[config.mk]
export PLATFORM = sky130hd
export DESIGN_NAME = sdram_frame_reader_flat
export DESIGN_NICKNAME = d
export VERILOG_FILES = /design/src/rtl/sdram_reader_pkg.sv /design/src/rtl/sdram_frame_reader_if.sv /design/src/rtl/sdram_rd_fifo.sv /design/src/rtl/sdram_frame_reader.sv /design/src/flat_wrapper.sv
export SDC_FILE = /design/constraint.sdc
export NUM_CORES = 1
export LEC_CHECK = 0
export BUFFER_PORTS_ARGS = -buffer_cell sky130_fd_sc_hd__buf_2
export CORE_ASPECT_RATIO = 0.5
export CORE_MARGIN = 2
export CORE_UTILIZATION = 45
export CTS_BUF_LIST = sky130_fd_sc_hd__clkbuf_8
export DETAILED_ROUTE_END_ITERATION = 7
export SLEW_MARGIN = 0
export SYNTH_ARGS = -nofsm -noshare
export SYNTH_HDL_FRONTEND = slang
export SYNTH_SLANG_ARGS = --single-unit
[constraint.sdc]
create_clock -name clk_clk -period 7.9 [get_ports clk_clk]
set_input_delay 0.395 -clock clk_clk [delete_from_list [all_inputs] [get_ports clk_clk]]
set_output_delay 0.395 -clock clk_clk [all_outputs]
set_load 0.01 [all_outputs]
[src/rtl/sdram_reader_pkg.sv]
`default_nettype none
// ============================================================================
// Module      : sdram_reader_pkg
// Description : Shared definitions for the SDRAM reader/writer blocks: state
//               encoding of the frame reader FSM and the default SDRAM
//               word-address / data widths.
// Revision    : 1.0 - initial release
// ============================================================================
package sdram_reader_pkg;

    localparam int c_addr_w = 25;
    localparam int c_data_w = 16;

    typedef logic [1:0] state_t;

    localparam state_t c_st_idle  = 2'd0;
    localparam state_t c_st_issue = 2'd1;
    localparam state_t c_st_drain = 2'd2;

endpackage
`default_nettype wire

[src/rtl/sdram_frame_reader_if.sv]
`default_nettype none
// ============================================================================
// Module      : sdram_frame_reader_if
// Description : Avalon-MM bus towards the SDRAM controller s1 slave.
//               master : read master side (address/control out, data in)
//               slave  : SDRAM controller side
// Revision    : 1.0 - initial release
// ============================================================================
interface sdram_frame_reader_if #(
    parameter int ADDR_W = sdram_reader_pkg::c_addr_w,
    parameter int DATA_W = sdram_reader_pkg::c_data_w
);

    logic [ADDR_W-1:0] sdram_controller_0_s1_address;
    logic [1:0]        sdram_controller_0_s1_byteenable_n;
    logic              sdram_controller_0_s1_chipselect;
    logic [DATA_W-1:0] sdram_controller_0_s1_writedata;
    logic              sdram_controller_0_s1_read_n;
    logic              sdram_controller_0_s1_write_n;
    logic [DATA_W-1:0] sdram_controller_0_s1_readdata;
    logic              sdram_controller_0_s1_readdatavalid;
    logic              sdram_controller_0_s1_waitrequest;

    modport master (
        output sdram_controller_0_s1_address,
        output sdram_controller_0_s1_byteenable_n,
        output sdram_controller_0_s1_chipselect,
        output sdram_controller_0_s1_writedata,
        output sdram_controller_0_s1_read_n,
        output sdram_controller_0_s1_write_n,
        input  sdram_controller_0_s1_readdata,
        input  sdram_controller_0_s1_readdatavalid,
        input  sdram_controller_0_s1_waitrequest
    );

    modport slave (
        input  sdram_controller_0_s1_address,
        input  sdram_controller_0_s1_byteenable_n,
        input  sdram_controller_0_s1_chipselect,
        input  sdram_controller_0_s1_writedata,
        input  sdram_controller_0_s1_read_n,
        input  sdram_controller_0_s1_write_n,
        output sdram_controller_0_s1_readdata,
        output sdram_controller_0_s1_readdatavalid,
        output sdram_controller_0_s1_waitrequest
    );

endinterface
`default_nettype wire

[src/rtl/sdram_rd_fifo.sv]
`default_nettype none
// ============================================================================
// Module      : sdram_rd_fifo
// Description : Synchronous first-word-fall-through FIFO for returned SDRAM
//               read data. o_dout always shows the head word; o_count is the
//               current fill level. Push and pop in the same cycle are legal,
//               also when the FIFO is full.
//   clk, rst   : clock, synchronous active-high reset (empties the FIFO)
//   i_push/i_din : write strobe and data
//   i_pop      : consume head word (ignored when empty)
//   o_dout, o_empty, o_count : head word, empty flag, fill level
// Revision    : 1.0 - initial release
// ============================================================================
module sdram_rd_fifo #(
    parameter int DEPTH = 16,
    parameter int WIDTH = 16
) (
    input  wire logic                   clk,
    input  wire logic                   rst,
    input  wire logic                   i_push,
    input  wire logic [WIDTH-1:0]       i_din,
    input  wire logic                   i_pop,
    output logic      [WIDTH-1:0]       o_dout,
    output logic                        o_empty,
    output logic      [$clog2(DEPTH):0] o_count
);

    localparam int c_ptr_w = $clog2(DEPTH);
    localparam int c_cnt_w = c_ptr_w + 1;

    logic [WIDTH-1:0]   r_mem [DEPTH];
    logic [c_ptr_w-1:0] r_wr_ptr;
    logic [c_ptr_w-1:0] r_rd_ptr;
    logic [c_cnt_w-1:0] r_count;
    logic               w_full;
    logic               w_pop;
    logic               w_push;

    assign w_full  = (r_count == c_cnt_w'(DEPTH));
    assign o_empty = (r_count == '0);
    assign w_pop   = i_pop && !o_empty;
    // A pop in the same cycle frees the slot, so a full FIFO still accepts.
    assign w_push  = i_push && (!w_full || w_pop);
    assign o_dout  = r_mem[r_rd_ptr];
    assign o_count = r_count;

    always_ff @(posedge clk) begin
        if (w_push) begin
            r_mem[r_wr_ptr] <= i_din;
        end
    end

    always_ff @(posedge clk) begin
        if (rst) begin
            r_wr_ptr <= '0;
            r_rd_ptr <= '0;
            r_count  <= '0;
        end else begin
            if (w_push) begin
                r_wr_ptr <= r_wr_ptr + c_ptr_w'(1);
            end
            if (w_pop) begin
                r_rd_ptr <= r_rd_ptr + c_ptr_w'(1);
            end
            r_count <= r_count + c_cnt_w'(w_push) - c_cnt_w'(w_pop);
        end
    end

    // Upstream credit accounting must make a push into a full FIFO impossible.
    always_ff @(posedge clk) begin
        if (!rst) begin
            assert (!(i_push && w_full && !w_pop));
        end
    end

endmodule
`default_nettype wire

[src/rtl/sdram_frame_reader.sv]
`default_nettype none
// ============================================================================
// Module      : sdram_frame_reader
// Description : Avalon-MM read master that fetches word_count contiguous
//               16-bit words from SDRAM starting at base_addr and streams
//               them out on a valid/ready pixel interface. Reads are
//               pipelined and throttled by credit so returned data always
//               fits in the return FIFO.
//   clk_clk, reset_reset          : clock, synchronous active-high reset
//   start, base_addr, word_count  : transfer request (sampled in IDLE)
//   busy, done                    : transfer status, done is a 1-cycle pulse
//   s1                            : Avalon-MM master towards SDRAM s1
//   pix_data/valid/last, pix_ready: output pixel stream
// Revision    : 1.0 - initial release
// ============================================================================
module sdram_frame_reader
    import sdram_reader_pkg::*;
#(
    parameter int ADDR_W     = c_addr_w,
    parameter int DATA_W     = c_data_w,
    parameter int FIFO_DEPTH = 16
) (
    input  wire logic              clk_clk,
    input  wire logic              reset_reset,
    input  wire logic              start,
    input  wire logic [ADDR_W-1:0] base_addr,
    input  wire logic [ADDR_W-1:0] word_count,
    output logic                   busy,
    output logic                   done,
    sdram_frame_reader_if.master   s1,
    output logic      [DATA_W-1:0] pix_data,
    output logic                   pix_valid,
    output logic                   pix_last,
    input  wire logic              pix_ready
);

    localparam int c_cnt_w = $clog2(FIFO_DEPTH) + 1;
    localparam int c_sum_w = c_cnt_w + 1;

    state_t              r_state;
    logic                r_read_n;
    logic                r_zero_done;
    logic [ADDR_W-1:0]   r_addr;
    logic [ADDR_W-1:0]   r_issue_left;
    logic [ADDR_W-1:0]   r_len;
    logic [ADDR_W-1:0]   r_pop_cnt;
    logic [c_cnt_w-1:0]  r_inflight;

    logic                w_accept;
    logic                w_rdv;
    logic                w_pop;
    logic                w_empty;
    logic [c_cnt_w-1:0]  w_fifo_count;
    logic [c_sum_w-1:0]  w_credit_sum;
    logic                w_credit_ok;

    assign w_accept = (r_state == c_st_issue) && !r_read_n && !s1.sdram_controller_0_s1_waitrequest;
    // Responses seen in IDLE belong to reads issued before a reset.
    assign w_rdv    = s1.sdram_controller_0_s1_readdatavalid && (r_state != c_st_idle);
    assign w_pop    = pix_valid && pix_ready;

    // Occupancy as it will stand next cycle, when a newly presented read
    // would first be visible to the slave.
    assign w_credit_sum = c_sum_w'(r_inflight) + c_sum_w'(w_fifo_count)
                        + c_sum_w'(w_accept) - c_sum_w'(w_pop);
    assign w_credit_ok  = (w_credit_sum < c_sum_w'(FIFO_DEPTH));

    sdram_rd_fifo #(
        .DEPTH (FIFO_DEPTH),
        .WIDTH (DATA_W)
    ) u_fifo (
        .clk     (clk_clk),
        .rst     (reset_reset),
        .i_push  (w_rdv),
        .i_din   (s1.sdram_controller_0_s1_readdata),
        .i_pop   (w_pop),
        .o_dout  (pix_data),
        .o_empty (w_empty),
        .o_count (w_fifo_count)
    );

    assign pix_valid = !w_empty;
    assign pix_last  = pix_valid && (r_pop_cnt == r_len - ADDR_W'(1));
    assign busy      = (r_state != c_st_idle);
    assign done      = r_zero_done || ((r_state == c_st_drain) && w_pop && pix_last);

    assign s1.sdram_controller_0_s1_address      = r_addr;
    assign s1.sdram_controller_0_s1_read_n       = r_read_n;
    assign s1.sdram_controller_0_s1_chipselect   = !r_read_n;
    assign s1.sdram_controller_0_s1_byteenable_n = 2'b00;
    assign s1.sdram_controller_0_s1_writedata    = '0;
    assign s1.sdram_controller_0_s1_write_n      = 1'b1;

    always_ff @(posedge clk_clk) begin
        if (reset_reset) begin
            r_state      <= c_st_idle;
            r_read_n     <= 1'b1;
            r_zero_done  <= 1'b0;
            r_addr       <= '0;
            r_issue_left <= '0;
            r_len        <= '0;
            r_pop_cnt    <= '0;
            r_inflight   <= '0;
        end else begin
            r_zero_done <= 1'b0;
            if (r_state != c_st_idle) begin
                r_inflight <= r_inflight + c_cnt_w'(w_accept) - c_cnt_w'(w_rdv);
            end
            if (w_pop) begin
                r_pop_cnt <= r_pop_cnt + ADDR_W'(1);
            end
            case (r_state)
                c_st_idle: begin
                    if (start) begin
                        if (word_count == '0) begin
                            r_zero_done <= 1'b1;
                        end else begin
                            r_state      <= c_st_issue;
                            r_addr       <= base_addr;
                            r_len        <= word_count;
                            r_issue_left <= word_count;
                            r_pop_cnt    <= '0;
                            r_read_n     <= 1'b0;
                        end
                    end
                end
                c_st_issue: begin
                    if (w_accept) begin
                        r_addr       <= r_addr + ADDR_W'(1);
                        r_issue_left <= r_issue_left - ADDR_W'(1);
                    end
                    if (w_accept && (r_issue_left == ADDR_W'(1))) begin
                        r_read_n <= 1'b1;
                        r_state  <= c_st_drain;
                    end else if (!r_read_n && !w_accept) begin
                        // Stalled request must stay on the bus untouched.
                        r_read_n <= r_read_n;
                    end else begin
                        r_read_n <= !w_credit_ok;
                    end
                end
                c_st_drain: begin
                    if (w_pop && pix_last) begin
                        r_state <= c_st_idle;
                    end
                end
                default: begin
                    r_state <= c_st_idle;
                end
            endcase
        end
    end

endmodule
`default_nettype wire

[src/flat_wrapper.sv]
// flat-port wrapper written by rule: the top's interface ports become plain ports
module sdram_frame_reader_flat import sdram_reader_pkg::*;
#(
    parameter int ADDR_W     = c_addr_w,
    parameter int DATA_W     = c_data_w,
    parameter int FIFO_DEPTH = 16
)
  (clk_clk, reset_reset, start, base_addr, word_count, busy, done, pix_data, pix_valid, pix_last, pix_ready, s1_sdram_controller_0_s1_address, s1_sdram_controller_0_s1_byteenable_n, s1_sdram_controller_0_s1_chipselect, s1_sdram_controller_0_s1_writedata, s1_sdram_controller_0_s1_read_n, s1_sdram_controller_0_s1_write_n, s1_sdram_controller_0_s1_readdata, s1_sdram_controller_0_s1_readdatavalid, s1_sdram_controller_0_s1_waitrequest);
  sdram_frame_reader_if #(.ADDR_W(ADDR_W), .DATA_W(DATA_W)) s1_i ();
  input  wire logic clk_clk;
  input  wire logic reset_reset;
  input  wire logic start;
  input  wire logic [ADDR_W-1:0] base_addr;
  input  wire logic [ADDR_W-1:0] word_count;
  output logic busy;
  output logic done;
  output logic      [DATA_W-1:0] pix_data;
  output logic pix_valid;
  output logic pix_last;
  input  wire logic pix_ready;
  output wire logic [$bits(s1_i.sdram_controller_0_s1_address)-1:0] s1_sdram_controller_0_s1_address;
  output wire logic [$bits(s1_i.sdram_controller_0_s1_byteenable_n)-1:0] s1_sdram_controller_0_s1_byteenable_n;
  output wire logic [$bits(s1_i.sdram_controller_0_s1_chipselect)-1:0] s1_sdram_controller_0_s1_chipselect;
  output wire logic [$bits(s1_i.sdram_controller_0_s1_writedata)-1:0] s1_sdram_controller_0_s1_writedata;
  output wire logic [$bits(s1_i.sdram_controller_0_s1_read_n)-1:0] s1_sdram_controller_0_s1_read_n;
  output wire logic [$bits(s1_i.sdram_controller_0_s1_write_n)-1:0] s1_sdram_controller_0_s1_write_n;
  input wire logic [$bits(s1_i.sdram_controller_0_s1_readdata)-1:0] s1_sdram_controller_0_s1_readdata;
  input wire logic [$bits(s1_i.sdram_controller_0_s1_readdatavalid)-1:0] s1_sdram_controller_0_s1_readdatavalid;
  input wire logic [$bits(s1_i.sdram_controller_0_s1_waitrequest)-1:0] s1_sdram_controller_0_s1_waitrequest;
  assign s1_sdram_controller_0_s1_address = s1_i.sdram_controller_0_s1_address;
  assign s1_sdram_controller_0_s1_byteenable_n = s1_i.sdram_controller_0_s1_byteenable_n;
  assign s1_sdram_controller_0_s1_chipselect = s1_i.sdram_controller_0_s1_chipselect;
  assign s1_sdram_controller_0_s1_writedata = s1_i.sdram_controller_0_s1_writedata;
  assign s1_sdram_controller_0_s1_read_n = s1_i.sdram_controller_0_s1_read_n;
  assign s1_sdram_controller_0_s1_write_n = s1_i.sdram_controller_0_s1_write_n;
  assign s1_i.sdram_controller_0_s1_readdata = s1_sdram_controller_0_s1_readdata;
  assign s1_i.sdram_controller_0_s1_readdatavalid = s1_sdram_controller_0_s1_readdatavalid;
  assign s1_i.sdram_controller_0_s1_waitrequest = s1_sdram_controller_0_s1_waitrequest;
  sdram_frame_reader #(.ADDR_W(ADDR_W), .DATA_W(DATA_W), .FIFO_DEPTH(FIFO_DEPTH)) u_core (.clk_clk(clk_clk), .reset_reset(reset_reset), .start(start), .base_addr(base_addr), .word_count(word_count), .busy(busy), .done(done), .s1(s1_i), .pix_data(pix_data), .pix_valid(pix_valid), .pix_last(pix_last), .pix_ready(pix_ready));
endmodule
==> metrics.yaml <==
status:
  status: "complete, no violations"
cells_and_area:
  area_growth_pct: 13.3
  regArea_um2: 10200
  multiInputGateArea_um2: 6680
  layout-drive-gt1-share: 0.210
  nFillCells: 3230
  nNetsFinal: 1609
worst_setup_path:
  cp.required_ns: 7.51
  worstPathArrival_ns: 4.19
  crit_path_max_fanout: 7
  crit_buf_inv: 2
  end_kind: "output port"
  slowest_stage: "nor4b_2"
  crit_path_cell_trace: "inv_1 -> ha_1 -> nor4b_2 -> nand4_1 -> mux2i_1 -> or4_1 -> or3_1 -> nor4_1 -> a21o_1 -> buf_2"
  startpoint_type: "flip-flop"
  crit_type: "reg2out"
  critPathMaxStageDelay_ns: 0.49
  cp_top_family: "simple AND/OR/NAND/NOR gates"
timing:
  fmax_ghz: 0.218
  grt_setup_unrepaired: "false"
  relSlewSlack: 0.242
  worst_slew_pin_slew_ns: 1.14
  timing.final.crit_period_ns: 4.58
  fin_setup_tns_ns: 0
  min_period_over_period: 0.580
  hold_viol_final: 0
  slew_violations: 0
  finalSetupViolations: 0
  skew_ns: 0.0140
clock_network:
  path_clk_slew_ns: 0.07
  cts_sinks: 382
  cts-root-buf: "clkbuf_8"
  post_cts_resize_count: 0
  cts_tree: "done"
  cts_max_level: 2
  clk_latency_ns: 0.61
  clock_path_buffers: 3
  cts_buffers: 54
die:
  initial_utilization: 0.461
  fp.dieW_um: 282
  die-area_um2: 40300
  boundaryPins: 138
  coreArea_um2: 37700
  die_h_um: 143
  fp-row-count: 50
synth:
  mappedNetlistArea_um2: 17400
  synth_cell_types: 69
  synth-edff-count: 256
  synth.most_common_cell: "edfxtp_1"
  yosys.area.top_type: "edfxtp_1"
  synthTopCellsByCount: "256 x edfxtp_1, 145 x nor2_1, 126 x dfxtp_1, 82 x nand2_1, 80 x mux4_2"
  synthFlopType: "edfxtp_1"
  yosys_warnings: 0
  yosys.area.top_type_share: 0.442
  avgSynthCellArea_um2: 12.6
  postSynthCellCount: 1380
  synth-seq-cells: 382
  ys_seq_area_frac: 0.587
  ys_top_cells_by_area: "edfxtp_1 44%, dfxtp_1 15%, mux4_2 10%"
  synthArstFlopShare: 0
global_routing:
  grt_pass1_vias: 11400
  grt_antenna_before_repair: 2
  grt_max_degree: 81
  grt_first_pass_wirelength_um: 64300
  gr-usage-all-layers: 0.207
  grt-ovfl-total: 0
route:
  routed_wl_um: 41600
  vias_per_cell: 5.62
  dr_total_vias: 11700
  wl_per_cell_um: 20.1
  postRouteAntennaNets: 0
  drc_errors: 0
  drt_first_pass_iters: 5
  drt-initial-drc-count: 979
placed_design:
  dp_hpwl_um: 26800
  gp_congestion: 0.854
  port_buffers: 118
pwr:
  p_leak_nw: 6.99
  vdd_drop_max_mv: 0.115
  powerDensity_nw_per_um2: 256
  finalPower_w: 0.00504
job:
  max-cap-violations: 0
min_path:
  min_path_type: "in2reg"
-- cells in the final DEF (no fill, tap or decap), drive strengths merged, types with 19 or more instances in the layout --
cell	instances
nor4	27
dfxtp	126
xnor2	29
a21oi	73
ha	30
nor3	34
inv	54
clkbuf	58
edfxtp	256
nand3	39
mux2i	26
mux4	80
a211oi	21
xor2	34
buf	143
clkinv	29
nor2	145
o21ai	61
nand2	82
conb	19
-- cell type report --
cell class,count,area share
Antenna cell,3,0.000381
Clock buffer,58,0.0405
Clock inverter,44,0.0196
Inverter,47,0.00895
Multi-Input combinational cell,876,0.339
Sequential cell,382,0.518
Tap cell,520,0.0330
Timing Repair Buffer,144,0.0401
-- sequential cells by signal, indices dropped and copies added (netlist names), named ones only --
register / flops
u_core.u_fifo.r_mem: 256
u_core.r_issue_left: 25
u_core.r_len: 25
u_core.r_pop_cnt: 25
u_core.s1.sdram_controller_0_s1_address: 25
u_core.r_inflight: 5
u_core.u_fifo.o_count: 5
u_core.u_fifo.r_rd_ptr: 4
u_core.u_fifo.r_wr_ptr: 4
u_core.r_state: 2
u_core.r_zero_done: 1
u_core.s1.sdram_controller_0_s1_read_n: 1
-- metrics by stage --
step / util / area (µm²) / cells / worst slack, ns / hold slack, ns
2_1_floorplan: - / 17400 / 1397 / 4.69 / 0.449
3_3_place_gp: 0.490 / 18500 / 1968 / 4.08 / 0.465
3_5_place_dp: 0.490 / 18500 / 1968 / 4.00 / 0.479
4_1_cts: 0.522 / 19700 / 2071 / 3.31 / 0.00337
5_1_grt: 0.522 / 19700 / 2074 / 3.14 / 0.0169
6_report: 0.522 / 19700 / 2074 / 3.32 / 0.0635
-- cells by family (layout without fill, tap and decap cells) --
group | after synthesis | in the layout | share of synthesized area
DFF | 382 | 382 | 0.587
buffers and inverters | 139 | 293 | 0.0348
xor gates and xnor gates | 63 | 63 | 0.0317
and+or+nand+nor | 421 | 421 | 0.118
other | 2 | 22 | 0.000432
muxes | 106 | 106 | 0.119
AOI/OAI and AO/OA | 235 | 235 | 0.0855
adders and majority gates | 32 | 32 | 0.0239
-- worst paths after layout --
check,endpoint,start,cells past startpoint,slack [ns]
setup / recovery,done,u_core.r_len[0],10,3.32
hold / removal,u_core.r_len[4],word_count[4],3,0.06
setup reg to reg,u_core.u_fifo.r_mem[0][5],u_core.r_state[1],7,4.36
hold reg to reg,u_core.r_issue_left[11],u_core.r_issue_left[11],2,0.49
-- routing by layer --
metal | share of wire | track usage | up-vias
li1 | - | - | 5441
met1 | 0.46 | 0.288 | 5807
met2 | 0.46 | 0.331 | 356
met3 | 0.059 | 0.0419 | 61
met4 | 0.021 | 0.0577 | 0
met5 | 0 | 0 | -
-- worst min-delay path, cell delays in order --
cell     delay [ns]
buf_2          0.11
mux2i_1        0.07
nor2_1         0.07
-- repair_timing --
item | in CTS | in global routing
hold buffers | 1 | 0
endpoints found under the hold margin | 1 | 0
setup buffers | 0 | 0
-- where the power goes --
group | internal [W] | switching [W] | total [W]
clock | 0.000919 | 0.000791 | 0.00171
sequential | 0.00219 | 0.0000977 | 0.00229
combinational | 0.000495 | 0.000538 | 0.00103
total | 0.00361 | 0.00143 | 0.00504
(Power assumes the default switching activity.)
